<file path="config.mk">
export PLATFORM = sky130hd
export DESIGN_NAME = hmlf6_topk_select
export DESIGN_NICKNAME = d
export VERILOG_FILES = /design/src/rtl/hmlf6_topk_select.sv
export SDC_FILE = /design/constraint.sdc
export NUM_CORES = 1
export LEC_CHECK = 0
export ABC_CLOCK_PERIOD_IN_PS = 18520
export CORE_ASPECT_RATIO = 0.9
export CORE_MARGIN = 2
export CORE_UTILIZATION = 58
export DETAILED_ROUTE_END_ITERATION = 16
export PLACE_DENSITY_LB_ADDON = 0.15
export SKIP_LAST_GASP = 1
export SYNTH_ARGS = -nofsm -noshare
export SYNTH_HDL_FRONTEND = slang
export SYNTH_SLANG_ARGS = --single-unit
</file>
<file path="constraint.sdc">
create_clock -name clk -period 18.52 [get_ports clk]
set_input_delay 1.852 -clock clk [delete_from_list [all_inputs] [get_ports clk]]
set_output_delay 1.852 -clock clk [all_outputs]
set_load 0.03 [all_outputs]
</file>
<file path="src/rtl/hmlf6_topk_select.sv">
// Sequential top-k selector for the 6-element HMLF DAC: ranks element states from the
// maximum down, one pick per cycle, and returns the chosen elements as a select mask.
module hmlf6_topk_select #(
   parameter int W = 6
) (
   input  logic         clk,
   input  logic         rst_n,
   input  logic         in_valid,
   output logic         in_ready,
   input  logic [W-1:0] a5,
   input  logic [W-1:0] a4,
   input  logic [W-1:0] a3,
   input  logic [W-1:0] a2,
   input  logic [W-1:0] a1,
   input  logic [W-1:0] a0,
   input  logic [2:0]   k,
   output logic         out_valid,
   input  logic         out_ready,
   output logic [5:0]   sel,
   output logic [W-1:0] kth_val
);

   typedef enum logic [1:0] {IDLE, RUN, DONE} state_t;

   state_t              state;
   state_t              state_nxt;
   logic signed [W-1:0] vals [6];
   logic [2:0]          rem;
   logic signed [W-1:0] best_val;
   logic [2:0]          best_idx;
   logic                found;
   logic                last_pick;

   function automatic logic [2:0] clamp_k(input logic [2:0] kin);
      return (kin > 3'd6) ? 3'd6 : kin;
   endfunction

   assign in_ready  = (state == IDLE);
   assign last_pick = (rem <= 3'd1);

   // Strict '>' while scanning upward keeps the lowest index on ties.
   always_comb begin
      best_val = '0;
      best_idx = '0;
      found    = 1'b0;
      for (int i = 0; i < 6; i++) begin
         if (!sel[i] && (!found || (vals[i] > best_val))) begin
            found    = 1'b1;
            best_val = vals[i];
            best_idx = 3'(i);
         end
      end
   end

   always_ff @(posedge clk or negedge rst_n) begin
      if (!rst_n) state <= IDLE;
      else        state <= state_nxt;
   end

   always_comb begin
      state_nxt = state;
      case (state)
         IDLE: begin
            if (in_valid) state_nxt = (clamp_k(k) == 3'd0) ? DONE : RUN;
         end
         RUN: begin
            if (last_pick) state_nxt = DONE;
         end
         DONE: begin
            if (out_valid && out_ready) state_nxt = IDLE;
         end
         default: state_nxt = IDLE;
      endcase
   end

   // out_valid rises with the final pick, or one edge after capture when k=0.
   always_ff @(posedge clk or negedge rst_n) begin
      if (!rst_n) begin
         for (int i = 0; i < 6; i++) vals[i] <= '0;
         rem       <= '0;
         sel       <= '0;
         kth_val   <= '0;
         out_valid <= 1'b0;
      end else begin
         case (state)
            IDLE: begin
               out_valid <= 1'b0;
               if (in_valid) begin
                  vals[0] <= $signed(a0);
                  vals[1] <= $signed(a1);
                  vals[2] <= $signed(a2);
                  vals[3] <= $signed(a3);
                  vals[4] <= $signed(a4);
                  vals[5] <= $signed(a5);
                  rem     <= clamp_k(k);
                  sel     <= '0;
                  kth_val <= '0;
               end
            end
            RUN: begin
               if (found) begin
                  sel[best_idx] <= 1'b1;
                  kth_val       <= best_val;
               end
               rem <= rem - 3'd1;
               if (last_pick) out_valid <= 1'b1;
            end
            DONE: begin
               out_valid <= !(out_valid && out_ready);
            end
            default: out_valid <= 1'b0;
         endcase
      end
   end

endmodule

</file>
== Yosys cells after proc, flatten, opt, wreduce, memory -nomap -nowiden ==
Index checks and enable logic that the tools add are counted.
W data, S select, Z words.

* Flip-flop bits (word level): 54
* Latch bits: 0
* Memory bits (writable): 0
* Bits in read-only memories: 0
* Word-level logic and storage cells: 91
* Memories: 0

* Add/subtract/negate cells: 1
* Multiply operators: 0
* Div/mod/pow operators: 0
* $lt $le $gt $ge: 9
* Eq/ne operators: 6
* Shifts and indexed selects: 0
* Multiplexer cells: 34
* Bitwise operators: 1
* Reduce and logical (&&, ||, !) cells: 29

{| class="wikitable"
|+ Operators by type and width
! cell !! count
|-
| $mux W6 || 9
|-
| $gt A6 B6 Y1 || 5
|-
| $pmux W6 S2 || 2
|-
| $mux W3 || 5
|-
| $logic_not A1 Y1 || 10
|-
| $mux W2 || 5
|-
| $mux W1 || 9
|-
| $ne A2 B2 Y1 const B || 4
|-
| $logic_and A1 B1 Y1 || 7
|-
| $or A6 B6 Y6 || 1
|-
| $pmux W2 S3 || 1
|-
| $pmux W3 S2 || 1
|-
| $reduce_and A3 Y1 || 2
|-
| $logic_or A1 B1 Y1 || 5
|-
| $lt A3 B4 Y1 const B || 1
|-
| $reduce_and A2 Y1 || 2
|-
| $demux W1 S3 || 1
|-
| $ge A3 B1 Y1 const B || 1
|-
| $gt A3 B3 Y1 const B || 1
|-
| $le A3 B1 Y1 const B || 1
|-
| $logic_not A3 Y1 || 1
|-
| $sub A3 B1 Y3 const B || 1
|-
| $eq A2 B1 Y1 const B || 1
|-
| $eq A2 B2 Y1 const B || 1
|-
| 3 further kinds || 3
|}

== Logic depth before layout (Yosys ltp) ==
* Word-level depth: 28
* Depth in mapped cells: 44
* Gate-level depth less buffers: 38

== Worst setup path after synthesis ==
OpenSTA, ideal clock, no wires.

* Kind: reg2reg
* Start point: register sel[0]
* End point: register kth_val[5]
* Arrival: 8113 ps
* Required time: 18425 ps
* Path slack: 10311 ps
* Stages on the path, launching flop included: 40
* Path buffers: 5
* Cells stage by stage: dfrtp_1 > buf_6 > inv_1 > nand2_1 > ha_1 > nand4_1 > or3_1 > and3_1 > buf_6 > a22oi_1 > ha_1 > a211oi_1 > nand3_1 > a41oi_1 > buf_2 > buf_1 > nor2_1 > a21oi_1 > [... 4 more ...] > nor2_1 > buf_4 > mux2i_1 > ha_1 > a211oi_1 > o21ai_0 > a31oi_1 > o22a_1 > a22oi_1 > or2_2 > ha_1 > nor2b_1 > o21bai_1 > a31oi_1 > nor3_2 > nor2_1 > a2111o_1 > o31ai_1

* Cells in the longest elaborated chain, start to end: 23
* Elaborated cells on any way between the ends: 35
* Those cells by class: order compare (5); eq/ne (1); mux (14); reduce/logical (15)

{| class="wikitable"
|+ RTL lines
! what !! RTL line !! RTL
|-
| start: declaration || 19 || <nowiki>output logic [5:0] sel,</nowiki>
|-
| start signal: assignment || 81 || <nowiki>sel <= '0;</nowiki>
|-
| start signal: assignment || 96 || <nowiki>sel <= '0;</nowiki>
|-
| start signal: indexed assignment || 102 || <nowiki>sel[best_idx] <= 1'b1;</nowiki>
|-
| $mux W6 || 47 || <nowiki>if (!sel[i] && (!found || (vals[i] > best_val))) begin</nowiki>
|-
| $gt A6 B6 Y1 || 47 ||
|-
| $logic_or A1 B1 Y1 || 47 ||
|-
| $logic_and A1 B1 Y1 || 47 ||
|-
| $mux W6 / $mux W1 (equally long branches) || 47 ||
|-
| $gt A6 B6 Y1 / $logic_not A1 Y1 (equally long branches) || 47 ||
|-
| $logic_or A1 B1 Y1 || 47 ||
|-
| $logic_and A1 B1 Y1 || 47 ||
|-
| [... 7 more ...] || n/a ||
|-
| $logic_and A1 B1 Y1 || 47 ||
|-
| $mux W6 / $mux W1 (equally long branches) || 47 ||
|-
| $gt A6 B6 Y1 / $logic_not A1 Y1 (equally long branches) || 47 ||
|-
| $logic_or A1 B1 Y1 || 47 ||
|-
| $logic_and A1 B1 Y1 || 47 ||
|-
| $mux W6 / $mux W1 (equally long branches) || 47 ||
|-
| $mux W6 / $ne A2 B2 Y1 (equally long branches) || n/a ||
|-
| $pmux W6 S2 / $reduce_and A3 Y1 (equally long branches) || n/a ||
|-
| end signal: assignment || 103 || <nowiki>kth_val <= best_val;</nowiki>
|-
| end: declaration || 20 || <nowiki>output logic [W-1:0] kth_val</nowiki>
|}

Parallel ways exist; a longest one is shown, timed or not. The select of a mux whose other input is x is not followed.
A chain may end at the register's enable or synchronous reset.

== Worst setup path in the final report ==
* Start point: register sel[0]
* End point: register kth_val[4]

Same word-level chain as after synthesis.

==> results.tsv <==
metric	value	unit
ys_dominant_reg_cell	sky130_fd_sc_hd__dfrtp_1	
detailroute.via_count	2922	
path_max_fanout	21	
timing.critical_path.buf_inv	4	
hold_end	kth_val[0]	
overflow	0	
drc	0	
timing.hold.worst_path_depth	2	
design.die.area	6700	um2
reg2reg_to	kth_val[4]	
path_depth	37	
status	completed	
clock_sink_count	54	
die_height	77.9	um
final_util	0.728	
slew-limit-headroom	0.231	
yosys-top-cells-area	sky130_fd_sc_hd__dfrtp_1 (38%), sky130_fd_sc_hd__ha_1 (12%), sky130_fd_sc_hd__mux2_2 (12%)	
dieWidth	86.1	um
antenna_found_initial	0	
synth_largest_type_area_fraction	0.384	
post_drt_wl_per_cell	17.8	um
post_cts_buffers	0	
timing.fmax	104	MHz
async_flop_share	1.00	
cts-htree-levels	2	
first_global_vias	2863	
criticalPathCategory	register to register	
cp_max_stage_delay	0.93	ns
layout.filler_cells	448	
synth.lib_cells_used.distinct	50	
cts_resized	0	
critical_path.startpoint_type	register	
timing_max_transition_violations_final	0	
layout_setup_ws	8.92	ns
num_io_pins	57	
critical-path-slowest-cell	sky130_fd_sc_hd__nor2_1	
initial_standard_cell_utilization_of_the_core	0.611	
area.growth.synth_to_final	19.2	%
rrSetupSlack	8.92	ns
synth.ff_latch_count	54	
timing.setup.tns	0	ns
post_route_cells_drive_above_1_share	0.146	
hold_path_class	register to register	
postSynthAreaPerCell	10.2	um2
setup_slack_at_placement	9.12	ns
wl	8.33	mm
io_buffer_count	56	
place_congestion	0.909	
worst_path_dominant_cell_family	compound AO/OA/AOI/OAI gates	
critical_path.reg2reg.startpoint	sel[0]	
synth-edff-count	0	
number_of_buffers_created_by_cts	5	
cts.path.max_buffers	2	
first_iter_violations	224	
design.final.nets	476	
rsz_0062_raised_after_global_routing	no	
worstHoldStart	kth_val[0]	
yosys_warnings	0	
setup_violations	0	
worstSkewPairLatency	0.32	ns
r2r_cells	37	
post-route-period-util	0.519	
worstSetupEndpointType	register	
dp_hpwl	6.34	mm
number_of_diodes_added_for_antenna_fixing	0	
grt_max_degree	55	
period_minus_slack	9.60	ns
cell_repeated_most_along_the_worst_path	sky130_fd_sc_hd__ha_1	
syn_inst	344	
worstPathRequired	18.74	ns
core	5760	um2
rows	26	
synth.cell_area	3520	um2
library_cell_used_as_clock_root_buffer	sky130_fd_sc_hd__clkbuf_8	
yosys.area.top_type	sky130_fd_sc_hd__dfrtp_1	
skew	0.00659	ns
grt_resource_usage_total	0.267	
report.final.hold_viol_count	0	
cap_viol_max_count	0	
clkTransAtPathRegs	0.10	ns
wire_length_of_the_first_global_routing_pass	14.0	mm
mappedNetlistNets	422	
yosysSeqAreaShare	0.384	
final_antenna_net_count	0	
tritoncts_clock_tree	yes	
worstSetupStartpoint	sel[0]	
ctsHoldBuffers	0	
worst_pin_slew	1.15	ns
crit_arrival	9.82	ns
avgViaCountPerCell	6.24	
drt-pass1-iter-count	4	
registers in the layout, indices dropped and copies added, names as in the netlist:
register / cells
kth_val: 6
out_valid: 1
rem: 3
sel: 6
state: 2
vals: 36
cells by family after synthesis:
kind of cell             count (synthesis)  synth area share
multiplexers                            44             0.141
AO/OA/AOI/OAI                           92             0.183
AND/OR/NAND/NOR                         79             0.118
adder cells (fa/ha/maj)                 35             0.125
flip-flops                              54             0.384
buffers and inverters                   40            0.0494
per-layer routing:
| layer | up-vias | GRT usage | part of all wire |
|---|---|---|---|
| li1 | 1388 | - | - |
| met1 | 1419 | 0.375 | 0.45 |
| met2 | 96 | 0.419 | 0.47 |
| met3 | 19 | 0.0426 | 0.061 |
| met4 | 0 | 0.0889 | 0.021 |
| met5 | - | 0 | 0 |
per-stage QoR:
step	std cells	cell area [um2]	hold slack, ns
after floorplan	344	3520	0.479
after global placement	461	4110	0.497
after detailed placement	461	4110	0.511
after CTS	468	4190	0.532
after global routing	468	4190	0.556
final	468	4190	0.528
cells in the mapped netlist, types with 9 or more instances:
cell / n
sky130_fd_sc_hd__nand3_1: 11
sky130_fd_sc_hd__a21oi_1: 16
sky130_fd_sc_hd__nor2_1: 22
sky130_fd_sc_hd__a22oi_1: 16
sky130_fd_sc_hd__o21ai_0: 11
sky130_fd_sc_hd__ha_1: 35
sky130_fd_sc_hd__inv_1: 27
sky130_fd_sc_hd__dfrtp_1: 54
sky130_fd_sc_hd__mux2_2: 37
sky130_fd_sc_hd__nor2b_1: 9
sky130_fd_sc_hd__nand2_1: 12
how the worst max path moves through the flow:
stage,to
2_1_floorplan,kth_val[5]
3_3_place_gp,kth_val[0]
3_5_place_dp,kth_val[4]
4_1_cts,kth_val[4]
5_1_grt,kth_val[2]
6_report,kth_val[4]
worst reg2reg max path: cells and delay by family, from the launching register on:
family,cells,cell delay [ns]
fa+ha+maj,5,1.52
mux,1,0.37
compound gates,17,4.16
buf+inv,4,0.60
flops,1,0.50
simple gates,10,2.37
cell type report:
type	count	area, um2	area share
clock inverter	2	10.0	0.00239
tap	70	87.6	0.0209
multi-input combinational	250	1990	0.475
clock buffer	5	68.8	0.0164
sequential	54	1350	0.322
timing repair buffer	59	578	0.138
inverter	28	105	0.0251
cell usage in the layout (no fill, tap or decap), types with 3 or more instances in the layout:
| cell type | n |
|---|---|
| sky130_fd_sc_hd__clkdlybuf4s50_1 | 55 |
| sky130_fd_sc_hd__dfrtp_1 | 54 |
| sky130_fd_sc_hd__mux2_2 | 37 |
| sky130_fd_sc_hd__ha_1 | 35 |
| sky130_fd_sc_hd__inv_1 | 27 |
| sky130_fd_sc_hd__nor2_1 | 22 |
| sky130_fd_sc_hd__a21oi_1 | 16 |
| sky130_fd_sc_hd__a22oi_1 | 16 |
| sky130_fd_sc_hd__nand2_1 | 12 |
| sky130_fd_sc_hd__o21ai_0 | 11 |
| sky130_fd_sc_hd__nand3_1 | 11 |
| sky130_fd_sc_hd__nor2b_1 | 9 |
| sky130_fd_sc_hd__a31oi_1 | 7 |
| sky130_fd_sc_hd__o31ai_1 | 7 |
| sky130_fd_sc_hd__a211oi_1 | 6 |
| sky130_fd_sc_hd__or4_1 | 5 |
| sky130_fd_sc_hd__o22a_1 | 5 |
| sky130_fd_sc_hd__mux2i_1 | 5 |
| sky130_fd_sc_hd__clkbuf_8 | 5 |
| sky130_fd_sc_hd__o211ai_1 | 3 |
| sky130_fd_sc_hd__and3_1 | 3 |
| sky130_fd_sc_hd__o21bai_1 | 3 |
| sky130_fd_sc_hd__or3_1 | 3 |
| sky130_fd_sc_hd__or2_1 | 3 |
| sky130_fd_sc_hd__a22o_1 | 3 |
| sky130_fd_sc_hd__or2_2 | 3 |
| sky130_fd_sc_hd__buf_4 | 3 |
Power is not shown: default switching activity piles up to over one toggle a cycle in this logic, so the estimate is an artifact.
